<file path="src/rtl/jtag_boundary_scan_chain.sv">
// Boundary-scan register chain (capture/shift stage + update/hold stage) with functional/test pin mux.
// Capture/shift/update take effect one tck edge later; pin_out mux is combinational; no backpressure.
module jtag_boundary_scan_chain #(
    parameter int           N        = 8,
    parameter logic [N-1:0] SAFE_VAL = '0,
    parameter int           CW       = 8
) (
    input  logic          tck,
    input  logic          trst,
    input  logic          bsr_clk,
    input  logic          bsr_shift,
    input  logic          bsr_update,
    input  logic          bsr_mode,
    input  logic          bsr_tdi,
    output logic          bsr_tdo,
    input  logic [N-1:0]  pin_in,
    output logic [N-1:0]  pin_out,
    output logic [CW-1:0] shift_cnt
);

    localparam logic [CW-1:0] CNT_ONE = {{(CW-1){1'b0}}, 1'b1};
    localparam logic [CW-1:0] CNT_MAX = '1;

    logic [N-1:0]  sreg;
    logic [N-1:0]  ureg;
    logic [CW-1:0] cnt;

    // Shift/capture stage and its bit counter
    always_ff @(posedge tck) begin
        if (trst) begin
            sreg <= '0;
            cnt  <= '0;
        end else if (bsr_clk) begin
            if (bsr_shift) begin
                sreg <= {bsr_tdi, sreg[N-1:1]};
                if (cnt != CNT_MAX) begin
                    cnt <= cnt + CNT_ONE;
                end
            end else begin
                sreg <= pin_in;
                cnt  <= '0;
            end
        end
    end

    // Non-blocking read of sreg gives the pre-edge value on a same-edge shift/capture
    always_ff @(posedge tck) begin
        if (trst) begin
            ureg <= SAFE_VAL;
        end else if (bsr_update) begin
            ureg <= sreg;
        end
    end

    always_comb begin
        pin_out = bsr_mode ? ureg : pin_in;
    end

    assign bsr_tdo   = sreg[0];
    assign shift_cnt = cnt;

endmodule

</file>
<file path="config.mk">
export PLATFORM = sky130hd
export DESIGN_NAME = jtag_boundary_scan_chain
export DESIGN_NICKNAME = d
export VERILOG_FILES = /design/src/rtl/jtag_boundary_scan_chain.sv
export SDC_FILE = /design/constraint.sdc
export NUM_CORES = 1
export LEC_CHECK = 0
export CAP_MARGIN = 20
export CORE_MARGIN = 2
export CORE_UTILIZATION = 45
export CTS_BUF_LIST = sky130_fd_sc_hd__clkbuf_16
export DETAILED_ROUTE_END_ITERATION = 8
export DONT_BUFFER_PORTS = 1
export GPL_ROUTABILITY_DRIVEN = 0
export PLACE_DENSITY_LB_ADDON = 0.15
export SYNTH_ARGS = -nofsm -noshare
export SYNTH_HDL_FRONTEND = slang
export SYNTH_SLANG_ARGS = --single-unit
</file>
<file path="constraint.sdc">
create_clock -name tck -period 2 [get_ports tck]
set_input_delay 0.2 -clock tck [delete_from_list [all_inputs] [get_ports tck]]
set_output_delay 0.2 -clock tck [all_outputs]
set_load 0.05 [all_outputs]
</file>
# After elaboration in Yosys (flattened, before gate mapping)
# Cells that the tools add are included.
[classes]
n_reduce_logical = 1
mux = 4
n_addsub = 1
div = 0
bitwise_logic = 0
eq_ne = 2
n_shift = 0
n_lt_le_gt_ge = 0
mul = 0
[op_table]
columns = ["operator", "n"]
rows = [
  ["two-way mux 8 bit", 4],
  ["adder 8 x 1 -> 8 bit, second input constant", 1],
  ["!= test 8 bit, second input constant", 1],
  ["!= test 2 x 1 -> 1 bit, second input constant", 1],
  ["AND reduction 2 bit", 1],
]
[word_totals]
romBits = 0
ramBits = 0
wordCells = 11
output_inout_bits = 17
latchBits = 0
register_bits = 24
n_memories = 0

# Depth between registers and ports, before layout
# Gate-level depths: netlist (run 1).
[logic_depth]
ltp_word = 3
depth_mapped = 4

# Worst setup path after synthesis (run 1)
# No wires, ideal clock.
[synth_timing]
kind = "register -> register"
from = "reg cnt[0], in the netlist shift_cnt[0]"
to = "reg cnt[0], in the netlist shift_cnt[0]"
synth_period_minus_slack_ps = 1708
path_stages_with_launch = 5
arrival_ps = 1634
slack_ps = 292
path_cell_list = "dfxtp_1 -> ha_1 -> nand3_1 -> o31a_2 -> o21ai_0"
[synth_via]
elab_chain_len = 3
elab_cells_between_ends = 6
classes_between = "add/sub (1); eq/ne (2); mux (2); reduce/logical (1)"
[synth_rtl]
columns = ["item", "line_no", "source"]
rows = [
  ["start, declared", "26", "logic [CW-1:0] cnt;"],
  ["start signal, assigned", "37", "cnt <= cnt + CNT_ONE;"],
  ["adder 8 x 1 -> 8 bit or != test 8 bit (tied branches)", "37, 36", ""],
  ["two-way mux 8 bit or != test 2 x 1 -> 1 bit (tied branches)", "--", ""],
  ["two-way mux 8 bit or AND reduction 2 bit (tied branches)", "--", ""],
]
# Parallel ways exist; a longest one is shown, timed or not. The select of a mux whose other input is x is not followed.
# A chain may end at the register's enable or synchronous reset.

# Final worst setup path (run 1)
# Same ends and word-level chain as after synthesis.

==> results of run 1 <==
[per-stage QoR]
stage	setup WS, ns	cell area (um^2)	utilization [%]	total power (uW)
floorplan	0.292	1170	-	654
detailed placement	0.646	1230	49.6	644
CTS	0.632	1330	53.8	1210
finish	0.650	1330	53.8	1200
global route	0.539	1330	53.8	1240
global placement	0.699	1230	49.6	643
[synthesized netlist by cell type]
cell / number
nor2_1: 18
ha_1: 1
a21o_1: 1
inv_1: 3
mux2_2: 8
clkbuf_1: 1
a21oi_1: 4
o32ai_1: 1
nand4_4: 1
nand3_1: 2
a41oi_1: 1
o32a_2: 1
a31oi_1: 1
o31a_2: 1
a311oi_1: 2
nor3_1: 2
a211oi_1: 9
buf_1: 2
nor2b_1: 1
nand2b_1: 3
and4_2: 2
o2111ai_1: 2
buf_2: 5
and3_1: 1
o21ai_0: 2
mux2i_1: 16
o2111a_1: 2
and4_1: 1
dfxtp_1: 24
[kinds of logic after synthesis]
group / synth area share [%]
simple gates: 14.5
mux: 21.4
buf+inv: 4.07
flops: 41.2
fa+ha+maj: 1.07
compound gates: 17.8
[routing by layer]
metal	vias up	track usage, %
met2	18	29.0
met4	0	7.32
met3	2	3.23
met5	-	0
met1	443	23.2
li1	446	-
[critical path, delay by kind of cell (launching register included)]
family | cells | cell delay (ns)
compound gates | 2 | 0.54
flops | 1 | 0.33
fa+ha+maj | 1 | 0.21
simple gates | 1 | 0.21
[report_power, final]
| part | internal (uW) | total [uW] | switching [uW] | leakage (uW) |
|---|---|---|---|---|
| Clock | 397 | 564 | 166 | 0.0000511 |
| Combinational | 44.5 | 117 | 72.5 | 0.000303 |
| Sequential | 498 | 516 | 17.7 | 0.000196 |
| Total | 940 | 1200 | 256 | 0.000550 |
[state kept, by name (all words and copies together), names as in the netlist]
register,cells
shift_cnt,8
sreg,8
ureg,8
[layout make-up]
type | instances | area share (%)
clock buffer | 3 | 5.63
clock inverter | 1 | 2.25
inverter | 3 | 0.844
multi-input combinational | 83 | 47.9
sequential | 24 | 36.0
tap | 30 | 2.81
timing repair buffer | 8 | 4.50
[path summary, 6_finish.rpt]
path / cells after the start / startpoint / slack [ns] / endpoint
min reg2reg: 2 / ureg[4]$_SDFFE_PP0P_ / 0.49 / ureg[4]$_SDFFE_PP0P_
min: 1 / trst / 0.01 / ureg[7]$_SDFFE_PP0P_
max reg2reg: 4 / shift_cnt[0]$_SDFFE_PP0P_ / 0.65 / shift_cnt[0]$_SDFFE_PP0P_
max: 4 / shift_cnt[0]$_SDFFE_PP0P_ / 0.65 / shift_cnt[0]$_SDFFE_PP0P_
[layout by cell type (no fill, tap or decap), types with 2 or more instances in the layout]
cell / count
nor2_1: 18
buf_4: 8
o21ai_0: 2
a311oi_1: 2
clkbuf_16: 3
nand3_1: 2
inv_1: 3
o2111ai_1: 2
nor3_1: 2
nand2b_1: 3
mux2i_1: 16
a21oi_1: 4
a211oi_1: 9
dfxtp_1: 24
o2111a_1: 2
mux2_2: 8
and4_2: 2
==> results.md, run 1 <==
* Status: complete, no violations
* Clock Tree Buf Depth at 2
* Top Ports at 32
* Highest routed layer: met4
* DRC viols at 0
* Max_cap viols at 0
* CTS tree: built
* ANT nets after route at 0
* Hold buffers post-CTS at 0
* Vias per cell at between 5 and 6
* Crit. End Element: flip-flop
* Final hold vios at 0
* Min Tclk post-route at roughly 1.3 ns
* Yosys warns at 0
* Routed length on met3 at 110 um
* DIE WIDTH at around 55 um
* Gr usage total at 17.8%
* Total grt overflow at 0
* First-pass GRT wire length at roughly 3.9 mm
* Share of cells above drive strength 1 at roughly 20%
* Ant diodes at 0
* Buffers inserted by post-CTS timing repair at 0
* Worst hold margin at approximately 0.0095 ns
* Post-Route Setup TNS at 0 ns
* Fill cells at ~230
* Period utilization at about two thirds
* Worst Hold Class: input pin to flip-flop
* Clock Tree Root: clkbuf_16
* RSZ-0062 raised after global routing: no
* Crit path cell chain: ha_1 > nand3_1 > o31a_2 > o21ai_0
* Slew @ Worst Pin at 0.535 ns
* Seq cells post-synth at 24
* Crit path kind: flip-flop to flip-flop
* Multi-input gate area at around 640 um^2
* Vias in the first global route at about 860
* Syn_nets at approximately 130
* DPL Wire Length at between 1.5 and 2 mm
* Total core area at about 0.0025 mm^2
* F_max at 741 MHz
* Drt pass-1 iters at 4
* DIE AREA at about 0.0030 mm^2
* Fin cells at between 150 and 200
* Synth top area share at about two fifths
* # clock sinks at 24
* Drt total wl at roughly 2.3 mm
* Crit-path max FO at 6
* Port Buffers at 0
* Worst Skew at 0.00100 ns
* Crit-path max cell delay at around 0.39 ns
* Startpoint Class: flip-flop
* Die H at 54.9 um
* Slew margin rel. at between 60% and 70%
* # rows at 18
* Via count at around 900
* Synth area leaders: dfxtp_1 (41%), mux2i_1 (14%), mux2_2 (7.7%)
* Nets@finish at ~140
* Final setup viols at 0
* Clk slew on worst S/H paths at 0.06 ns
* Pleak at ~0.00055 uW
* DRT iter0 DRCs at 12
* Synth area leader: dfxtp_1
* Syn Std Cell Area at between 0.001 and 0.0015 mm^2
* Worst EP required at between 2 and 2.5 ns
* Post-CTS Resized at 0
* Total CTS buffers at 3
* FF/Latch Area at 480 um^2
* Clk_lat worst skew at about 0.25 ns
* Count of cell types in the netlist at 29
* Post-Place Cells at about 150
* Pwr Density at approximately 900 mW/mm^2
* Layout area overhead at 14.3%
* Starting Density at between 40% and 50%
* Mean routed wirelength per cell at roughly 15 um
* Max Slew Vio Count at 0
* Critical-path top delay cell: o31a_2
* Initial antenna violation count at 0
* DR WL met2 at ~1.1 mm
* M1 wire length at between 1 and 1.5 mm
* H-tree depth at 1
* WP data arrival at 1.53 ns
* Max rail drop VDD at around 0.00050 V
* Largest net degree at the start of global routing at 31
* Post-synthesis sequential area ratio at 41.2%
* Syn Inst Count at approximately 120
* Synthesized area per cell at about 9.9 um^2
(Power assumes the default switching activity.)
==> run 2, diff against run 1 <==
==> constraint.sdc (replaced) <==
create_clock -name tck -period 1.3 [get_ports tck]
set_input_delay 0.13 -clock tck [delete_from_list [all_inputs] [get_ports tck]]
set_output_delay 0.13 -clock tck [all_outputs]
set_load 0.05 [all_outputs]
==> run 2 against run 1 <==
  * Clock skew up 0.0053 ns
  * Clock-buffer cell count grew 1
  * Register-to-register slack worse by 0.58 ns
  * Flip-flop and latch count unchanged
  * Cell area grew 5.2%
  * Highest routed layer unchanged
==> results.md, run 2 (synthesis results as in run 1) <==
* Initial antenna violation count at 0
* Critical R2R Capture: shift_cnt[1]$_SDFFE_PP0P_
* DIE AREA at slightly above 0.003 mm^2
* Worst Hold Class: input pin to flip-flop
* Hold path endpoint: ureg[0]$_SDFFE_PP0P_
* Pwr Density at between 1000 and 1500 mW/mm^2
* Largest net degree at the start of global routing at 23
* Worst EP required at about 1.5 ns
* Max rail drop VDD at 0.000958 V
* Most common cell after layout, fill and taps aside: nor2_1
* Most frequent cells in the layout: nor2_1 (18), mux2i_1 (16), dfxtp_1 (16)
* Total core area at 0.00248 mm^2
* F_max at 812 MHz
* Final setup viols at 0
* Mean routed wirelength per cell at ~15 um
* Clk_lat worst skew at between 0.2 and 0.3 ns
* Crit-path max FO at 6
* Period utilization at between 90% and 100%
* Slew margin rel. at approximately 57%
* Status: complete, no violations
* Fill cells at 228
* Via count at between 900 and 1,000
* Clock Tree Root: clkbuf_16
* Min Tclk post-route at 1.23 ns
* Worst hold path stage count at 2
* Starting Density at a little under half
* Clk slew on worst S/H paths at approximately 0.070 ns
* Worst Skew at 0.00634 ns
* Max Slew Vio Count at 0
* H-tree depth at 1
* Pwr Total at about 1800 uW
* DRC viols at 0
* Drt pass-1 iters at 3
* # rows at 18
* # clock sinks at 24
* FF-to-FF path depth at 4
* Gr usage total at 17.7%
* Nets@finish at between 100 and 150
* Pleak at 0.000566 uW
* DPL Wire Length at roughly 1.6 mm
* Crit path kind: flip-flop to flip-flop
* Buffers inserted by post-CTS timing repair at 0
* Share of cells above drive strength 1 at a little under a third
* Startpoint Class: flip-flop
* Crit. End Element: flip-flop
* First-pass GRT wire length at 3.86 mm
* ANT nets after route at 0
* DRT iter0 DRCs at 14
* Final hold vios at 0
* Clock Tree Buf Depth at 2
* WP data arrival at 1.40 ns
* Slew @ Worst Pin at around 0.65 ns
* Vias in the first global route at 860
* Min-delay src: bsr_update
* DIE WIDTH at ~55 um
* Worst hold margin at approximately 0.029 ns
* FF-to-FF Start: shift_cnt[0]$_SDFFE_PP0P_
* Drt total wl at between 2 and 2.5 mm
* CTS tree: built
* R2R Setup Slk at around 0.07 ns
* Ant diodes at 0
* Port Buffers at 0
* Max_cap viols at 0
* Vias per cell at between 5 and 6
* Die H at roughly 55 um
* Layout area overhead at 20.2%
* Total CTS buffers at 3
* Top Ports at 32
* Total grt overflow at 0
==> run 2: changes by cell type in the layout (fill, tap and decap cells not counted), moves of 2 or more <==
cell           delta
dfxtp_2           +6
dlygate4sd3_1     +2
dfxtp_1           -8
dfxtp_4           +2
==> run 2: power by group <==
part,switching (uW),internal [uW],leakage (uW)
registers,23.2,764,0.000201
clock network,264,534,0.0000493
logic,131,75.6,0.000316
==> run 2: repair_timing <==
action / 4_1_cts / 5_1_grt
endpoints found under the setup margin: 0 / 5
gates resized for setup: 0 / 4
endpoints found under the hold margin: 18 / 0
hold buffers: 2 / 0
==> run 2: metrics by stage <==
stage | TNS, ns | std cells | util (%) | instance area (um^2) | setup WS [ns]
2_1_floorplan | 0 | 118 | - | 1200 | 0.00921
3_3_place_gp | 0 | 149 | 51.2 | 1270 | 0.0983
3_5_place_dp | 0 | 149 | 51.2 | 1270 | 0.0535
4_1_cts | 0 | 155 | 56.1 | 1390 | 0.0354
5_1_grt | -0.00168 | 155 | 56.6 | 1400 | -0.00168
6_report | 0 | 155 | 56.6 | 1400 | 0.0681
==> run 2: how the worst max path moves through the flow <==
stage | from | end | slack [ns] | cells after the start
global route | shift_cnt[0]$_SDFFE_PP0P_ | shift_cnt[1]$_SDFFE_PP0P_ | -0.002 | 4
floorplan | shift_cnt[0]$_SDFFE_PP0P_ | shift_cnt[0]$_SDFFE_PP0P_ | 0.009 | 4
CTS | shift_cnt[0]$_SDFFE_PP0P_ | shift_cnt[1]$_SDFFE_PP0P_ | 0.04 | 4
global placement | shift_cnt[0]$_SDFFE_PP0P_ | shift_cnt[0]$_SDFFE_PP0P_ | 0.1 | 4
finish | shift_cnt[0]$_SDFFE_PP0P_ | shift_cnt[1]$_SDFFE_PP0P_ | 0.07 | 4
detailed placement | shift_cnt[0]$_SDFFE_PP0P_ | shift_cnt[1]$_SDFFE_PP0P_ | 0.05 | 4
==> run 2: critical path, cell delays in order (launching register included) <==
cell and delay [ns]:
dfxtp_4 0.38, ha_4 0.17, nand3_4 0.10, o31a_2 0.34, o21ai_0 0.16
==> run 2: area by class of cell <==
cell class | count | area (um^2) | area share, %
clock buffers | 4 | 100 | 7.14
multi-input cells | 83 | 671 | 47.8
inverters | 3 | 11.3 | 0.803
repair buffers | 11 | 87.6 | 6.24
flip-flops and latches | 24 | 495 | 35.3
well taps | 30 | 37.5 | 2.68
==> run 2: layer usage <==
metal  vias up  GRT usage (%)  wire [um]
met4         0           4.88         22
li1        455              -          -
met2        20           27.6       1100
met1       442           24.8       1140
met3         4           3.49        136
met5         -              0          0
